**config.mk**
```make
export PLATFORM = sky130hd
export DESIGN_NAME = spi_flash_reader
export DESIGN_NICKNAME = d
export VERILOG_FILES = /design/src/rtl/spi_flash_reader_pkg.sv /design/src/rtl/spi_flash_reader_fifo.sv /design/src/rtl/spi_flash_reader.sv
export SDC_FILE = /design/constraint.sdc
export NUM_CORES = 1
export LEC_CHECK = 0
export ABC_AREA = 1
export CAP_MARGIN = 20
export CORE_AREA = 2 2 128 155
export DETAILED_ROUTE_END_ITERATION = 16
export DIE_AREA = 0 0 130 157
export PLACE_DENSITY = 0.66
export RECOVER_POWER = 50
export SLEW_MARGIN = 25
export SYNTH_ARGS = -nofsm -noshare
export SYNTH_HDL_FRONTEND = slang
export SYNTH_SLANG_ARGS = --single-unit
```
**constraint.sdc**
```tcl
create_clock -name clk -period 6.1 [get_ports clk]
set_input_delay 0.915 -clock clk [delete_from_list [all_inputs] [get_ports clk]]
set_output_delay 0.915 -clock clk [all_outputs]
set_load 0.05 [all_outputs]
```
**src/rtl/spi_flash_reader_pkg.sv**
```systemverilog
// Shared opcodes, reply codes and FSM state types for the SPI flash command engine.
package spi_flash_reader_pkg;

    localparam logic [7:0] OP_NOP  = 8'h00;
    localparam logic [7:0] OP_LED  = 8'h02;
    localparam logic [7:0] OP_READ = 8'h03;
    localparam logic [7:0] OP_STAT = 8'h04;
    localparam logic [7:0] OP_ECHO = 8'hCC;

    localparam logic [7:0] R_SETUP = 8'hFD;
    localparam logic [7:0] R_WAIT  = 8'hFE;
    localparam logic [7:0] R_DATA  = 8'hFF;
    localparam logic [7:0] R_BADOP = 8'hEE;

    typedef enum logic [2:0] {S_SETUP, S_IDLE, S_ADDR, S_LEN, S_STREAM} cmd_state_t;
    typedef enum logic {F_IDLE, F_WAIT} fetch_state_t;

    // A length byte of zero encodes a full 256-byte burst.
    function automatic logic [8:0] burst_len(input logic [7:0] b);
        return (b == 8'd0) ? 9'd256 : {1'b0, b};
    endfunction

endpackage

```
**src/rtl/spi_flash_reader_fifo.sv**
```systemverilog
// Small prefetch FIFO; pushes when full and pops when empty are dropped.
module byte_fifo #(
    parameter int DEPTH = 4,
    localparam int AW = $clog2(DEPTH)
) (
    input  logic        clk,
    input  logic        rst,
    input  logic        push,
    input  logic [7:0]  push_data,
    input  logic        pop,
    output logic [7:0]  pop_data,
    output logic [AW:0] count,
    output logic        full,
    output logic        empty
);
    logic [7:0]    mem [DEPTH];
    logic [AW-1:0] wr_ptr, rd_ptr;
    logic          do_push, do_pop;

    assign full     = (count == (AW+1)'(DEPTH));
    assign empty    = (count == '0);
    assign do_push  = push && !full;
    assign do_pop   = pop && !empty;
    assign pop_data = mem[rd_ptr];

    always_ff @(posedge clk) begin
        if (do_push) mem[wr_ptr] <= push_data;
    end

    always_ff @(posedge clk or posedge rst) begin
        if (rst) begin
            wr_ptr <= '0;
            rd_ptr <= '0;
            count  <= '0;
        end else begin
            if (do_push) wr_ptr <= wr_ptr + AW'(1);
            if (do_pop)  rd_ptr <= rd_ptr + AW'(1);
            case ({do_push, do_pop})
                2'b10:   count <= count + (AW+1)'(1);
                2'b01:   count <= count - (AW+1)'(1);
                default: count <= count;
            endcase
        end
    end
endmodule

```
**src/rtl/spi_flash_reader.sv**
```systemverilog
// Host command parser plus an independent flash prefetch engine feeding a byte FIFO.
module spi_flash_reader
    import spi_flash_reader_pkg::*;
#(
    parameter int DEPTH  = 4,
    parameter int ADDR_W = 24
) (
    input  logic              clk,
    input  logic              rst,
    input  logic [7:0]        recv_data,
    input  logic              recv_ready,
    output logic [7:0]        send_data,
    input  logic              flash_setup_done,
    output logic [ADDR_W-1:0] flash_addr,
    output logic              flash_do_read,
    input  logic              flash_data_ready,
    input  logic [7:0]        flash_data,
    output logic              led,
    output logic              busy
);
    localparam int CW = $clog2(DEPTH) + 1;

    cmd_state_t        state;
    fetch_state_t      fstate;
    logic [ADDR_W-1:0] addr_reg, fetch_addr;
    logic [1:0]        addr_cnt;
    logic [8:0]        fetch_remaining, send_remaining;
    logic              phase;

    logic [CW-1:0] fifo_count;
    logic [3:0]    cnt4;
    logic [7:0]    fifo_dout;
    logic          fifo_full, fifo_empty, fifo_push, fifo_pop, load_burst;

    assign busy       = (state != S_IDLE);
    assign cnt4       = 4'(fifo_count);
    assign load_burst = recv_ready && (state == S_LEN);
    assign fifo_pop   = recv_ready && (state == S_STREAM) && phase;
    assign fifo_push  = (fstate == F_WAIT) && flash_data_ready;

    byte_fifo #(.DEPTH(DEPTH)) u_fifo (
        .clk       (clk),
        .rst       (rst),
        .push      (fifo_push),
        .push_data (flash_data),
        .pop       (fifo_pop),
        .pop_data  (fifo_dout),
        .count     (fifo_count),
        .full      (fifo_full),
        .empty     (fifo_empty)
    );

    always_ff @(posedge clk or posedge rst) begin
        if (rst) begin
            state          <= S_SETUP;
            send_data      <= 8'h00;
            led            <= 1'b1;
            addr_reg       <= '0;
            addr_cnt       <= '0;
            send_remaining <= '0;
            phase          <= 1'b0;
        end else begin
            case (state)
                S_SETUP: begin
                    if (recv_ready) send_data <= R_SETUP;
                    if (flash_setup_done) state <= S_IDLE;
                end
                S_IDLE: if (recv_ready) begin
                    case (recv_data)
                        OP_NOP:  send_data <= 8'h00;
                        OP_LED:  begin led <= !led; send_data <= 8'hAB; end
                        OP_ECHO: send_data <= OP_ECHO;
                        OP_STAT: send_data <= {4'h0, cnt4};
                        OP_READ: begin
                            send_data <= OP_READ;
                            addr_cnt  <= 2'd3;
                            state     <= S_ADDR;
                        end
                        default: send_data <= R_BADOP;
                    endcase
                end
                S_ADDR: if (recv_ready) begin
                    addr_reg  <= {addr_reg[ADDR_W-9:0], recv_data};
                    send_data <= {6'd0, addr_cnt - 2'd1};
                    addr_cnt  <= addr_cnt - 2'd1;
                    if (addr_cnt == 2'd1) state <= S_LEN;
                end
                S_LEN: if (recv_ready) begin
                    send_remaining <= burst_len(recv_data);
                    send_data      <= 8'h00;
                    phase          <= 1'b0;
                    state          <= S_STREAM;
                end
                S_STREAM: if (recv_ready) begin
                    // Status poll first; data is only offered once a byte is known to be queued.
                    if (phase) begin
                        send_data      <= fifo_dout;
                        send_remaining <= send_remaining - 9'd1;
                        phase          <= 1'b0;
                        if (send_remaining == 9'd1) state <= S_IDLE;
                    end else if (fifo_empty) begin
                        send_data <= R_WAIT;
                    end else begin
                        send_data <= R_DATA;
                        phase     <= 1'b1;
                    end
                end
                default: state <= S_SETUP;
            endcase
        end
    end

    always_ff @(posedge clk or posedge rst) begin
        if (rst) begin
            fstate          <= F_IDLE;
            flash_do_read   <= 1'b0;
            flash_addr      <= '0;
            fetch_addr      <= '0;
            fetch_remaining <= '0;
        end else begin
            if (load_burst) begin
                fetch_addr      <= addr_reg;
                fetch_remaining <= burst_len(recv_data);
            end
            case (fstate)
                F_IDLE: if (state == S_STREAM && fetch_remaining != 9'd0 && !fifo_full) begin
                    flash_addr    <= fetch_addr;
                    flash_do_read <= 1'b1;
                    fstate        <= F_WAIT;
                end
                F_WAIT: if (flash_data_ready) begin
                    flash_do_read   <= 1'b0;
                    fetch_addr      <= fetch_addr + ADDR_W'(1);
                    fetch_remaining <= fetch_remaining - 9'd1;
                    fstate          <= F_IDLE;
                end
                default: fstate <= F_IDLE;
            endcase
        end
    end
endmodule

```
==> flow_summary.toml <==
[outcome]
status = "finished, violations left"
violations = "max-capacitance violations, max-slew violations"

[sta]
tightest_slew_ns = 2.90
period_share = 0.645
hold_violations = 0
setup_tns_ns = 0
setup_violations = 0
fin_crit_ns = 3.94
fmax_mhz = 254
fin_worst_skew_ns = 0.00954
maxSlewViolCount = 113
relSlewSlack = -0.945
rsz0062_at_grt = "false"
fin_ws_ns = 2.16

[cts]
ctsRootBufferMaster = "clkbuf_16"
hold_buffers = 0
cts_buffers = 17
cts_tree = "built"
cts-resized-gates = 0
cts_max_level = 4
post_cts_buffers = 0
clock_sinks = 146
path_clk_slew_ns = 0.07
clk_latency_ns = 0.44
clock_path_buffers = 2

[synthesis]
synth_edf_count = 32
ys_seq_elements = 146
yosysUniqueCellTypes = 39
synth_nets = 941
synthCells = 909
synth_warnings = 0
async_flop_share = 0.781
yosysSeqAreaShare = 0.513
syn_area_per_cell_um2 = 8.18
synth_flop_cell = "dfrtp_1"
netlist_area_mm2 = 0.00743

[global_routing]
grt_pass1_wl_mm = 28.3
gr-total-overflow = 0
grt_pass1_vias = 5703
grt_start_max_net_pins = 65
track_usage = 0.177
antenna_found_initial = 0

[floorplanning]
floorplan.rows = 55
die_area_mm2 = 0.0204
die_w_um = 130
initial_core_util = 0.396
io_pins = 56
design.core.area_mm2 = 0.0188
fp.dieH_um = 157

[detailed_routing]
vias_per_cell = 4.97
drt-total-wl_mm = 17.1
drc = 0
vias = 6090
drt_iter0_drc = 366
wl_per_cell_um = 14.0
ant_nets = 0
first_pass_iters = 5

[cells_and_area]
largest_register_ffs = 32
drive_gt1_frac = 0.0526
stdcell_area_mm2 = 0.00865
seqCellArea_mm2 = 0.00381
final_common_cell = "nand2_1"
multiInputGateArea_mm2 = 0.00291
nNetsFinal = 988
diodes = 0
finalNonFillerCells = 1225
syn_to_final_growth_pct = 16.3
regMostFlops = "u_fifo.mem"
nFillCells = 1854
final_cell_mix = "215 x nand2_1, 117 x o21ai_0, 113 x dfrtp_1"

[critical_path]
startpoint_type = "input port"
required_ns = 6.43
crit_type = "input port to flop"
rr_endpoint = "u_fifo.count[2]$_DFFE_PP0P_"
crit_fanout = 47
r2r_cells = 11
crit_arrival_ns = 4.26
crit_path_end_kind = "flop"
reg2reg_from = "state[1]$_DFFE_PP0P_"
rrSetupSlack_ns = 2.77

[min_path]
hold_end = "flash_addr[11]$_DFFE_PP0P_"
hp-class = "flop to flop"
hold_depth = 2
min-delay-start = "flash_addr[11]$_DFFE_PP0P_"

[flow_run]
cap_violations = 2

[placed_design]
gp_congestion = 0.862
dp_hpwl_mm = 12.2
place_ws_ns = 2.76
placed_area_mm2 = 0.00815
io_buffer_count = 55
post-place-cells = 1193

[power]
pwr_density_cell_mw_per_mm2 = 506
ir_drop_v = 0.000222
p_leak_nw = 3.81
p_total_mw = 4.37
logic make-up after synthesis:
kind of cell,share of synthesized area
AO/OA/AOI/OAI,0.145
buffers and inverters,0.0800
XOR/XNOR,0.0106
flip-flops,0.513
AND/OR/NAND/NOR,0.232
adder cells (fa/ha/maj),0.0195
critical path, cell delays in order:
cell,delay (ns)
dlygate4sd3_1,0.61
nand3_1,0.11
clkbuf_1,1.40
inv_2,0.58
nand2_1,0.26
o21ai_0,0.10
o21ai_0,0.19
inv_1,0.05
synthesized netlist by cell type, types with 4 or more instances:
cell type	number	area share
xor2_1	6	0.0071
o21ai_0	98	0.066
nand4_1	8	0.0067
inv_2	5	0.0025
inv_1	105	0.053
ha_1	10	0.017
clkbuf_1	10	0.0051
o21ai_1	8	0.0054
buf_2	13	0.0088
dfrtp_1	113	0.38
nand2_1	211	0.11
a21oi_1	56	0.038
nor3_1	6	0.0040
edfxtp_1	32	0.13
nor2_1	106	0.054
o21ai_2	18	0.021
o211ai_1	4	0.0040
nand3_1	52	0.035
nand2_2	9	0.0076
buf_6	6	0.0091
cell type report:
cell class / count / area share
inverters: 111 / 0.0483
repair buffers: 58 / 0.0658
flip-flops and latches: 146 / 0.441
multi-input cells: 622 / 0.337
clock inverters: 15 / 0.0216
well taps: 256 / 0.0370
clock buffers: 17 / 0.0492
stage by stage:
stage / util / hold slack [ns]
after floorplan: - / 0.442
after detailed placement: 0.434 / 0.458
after global routing: 0.460 / 0.493
final: 0.460 / 0.470
after global placement: 0.434 / 0.458
after CTS: 0.466 / 0.475
worst max-delay path by stage:
| stage | start | end | slack [ns] | depth (start not counted) |
|---|---|---|---|---|
| 2_1_floorplan | rst | addr_cnt[0]$_DFFE_PP0P_ | 2.17 | 1 |
| 3_3_place_gp | flash_data_ready | u_fifo.count[2]$_DFFE_PP0P_ | 2.78 | 9 |
| 3_5_place_dp | flash_data_ready | u_fifo.count[2]$_DFFE_PP0P_ | 2.76 | 9 |
| 4_1_cts | state[0]$_DFFE_PP0P_ | busy | 2.98 | 4 |
| 5_1_grt | recv_ready | fetch_addr[18]$_DFF_PP0_ | 1.93 | 8 |
| 6_report | recv_ready | fetch_addr[18]$_DFF_PP0_ | 2.16 | 8 |
per-layer routing:
layer	track usage	routed length (um)	vias to the layer above
met5	0	0	-
met4	0.0727	364	0
met3	0.0330	753	29
met2	0.292	8340	164
met1	0.227	7690	2854
li1	-	-	3043
power breakdown:
group / leakage (nW) / switching (mW) / internal, mW / total [mW]
registers: 1.70 / 0.317 / 1.35 / 1.66
logic: 1.81 / 1.11 / 0.550 / 1.66
clock network: 0.300 / 0.493 / 0.561 / 1.05
total: 3.81 / 1.92 / 2.46 / 4.37
Power figures use the tool's default switching activity.
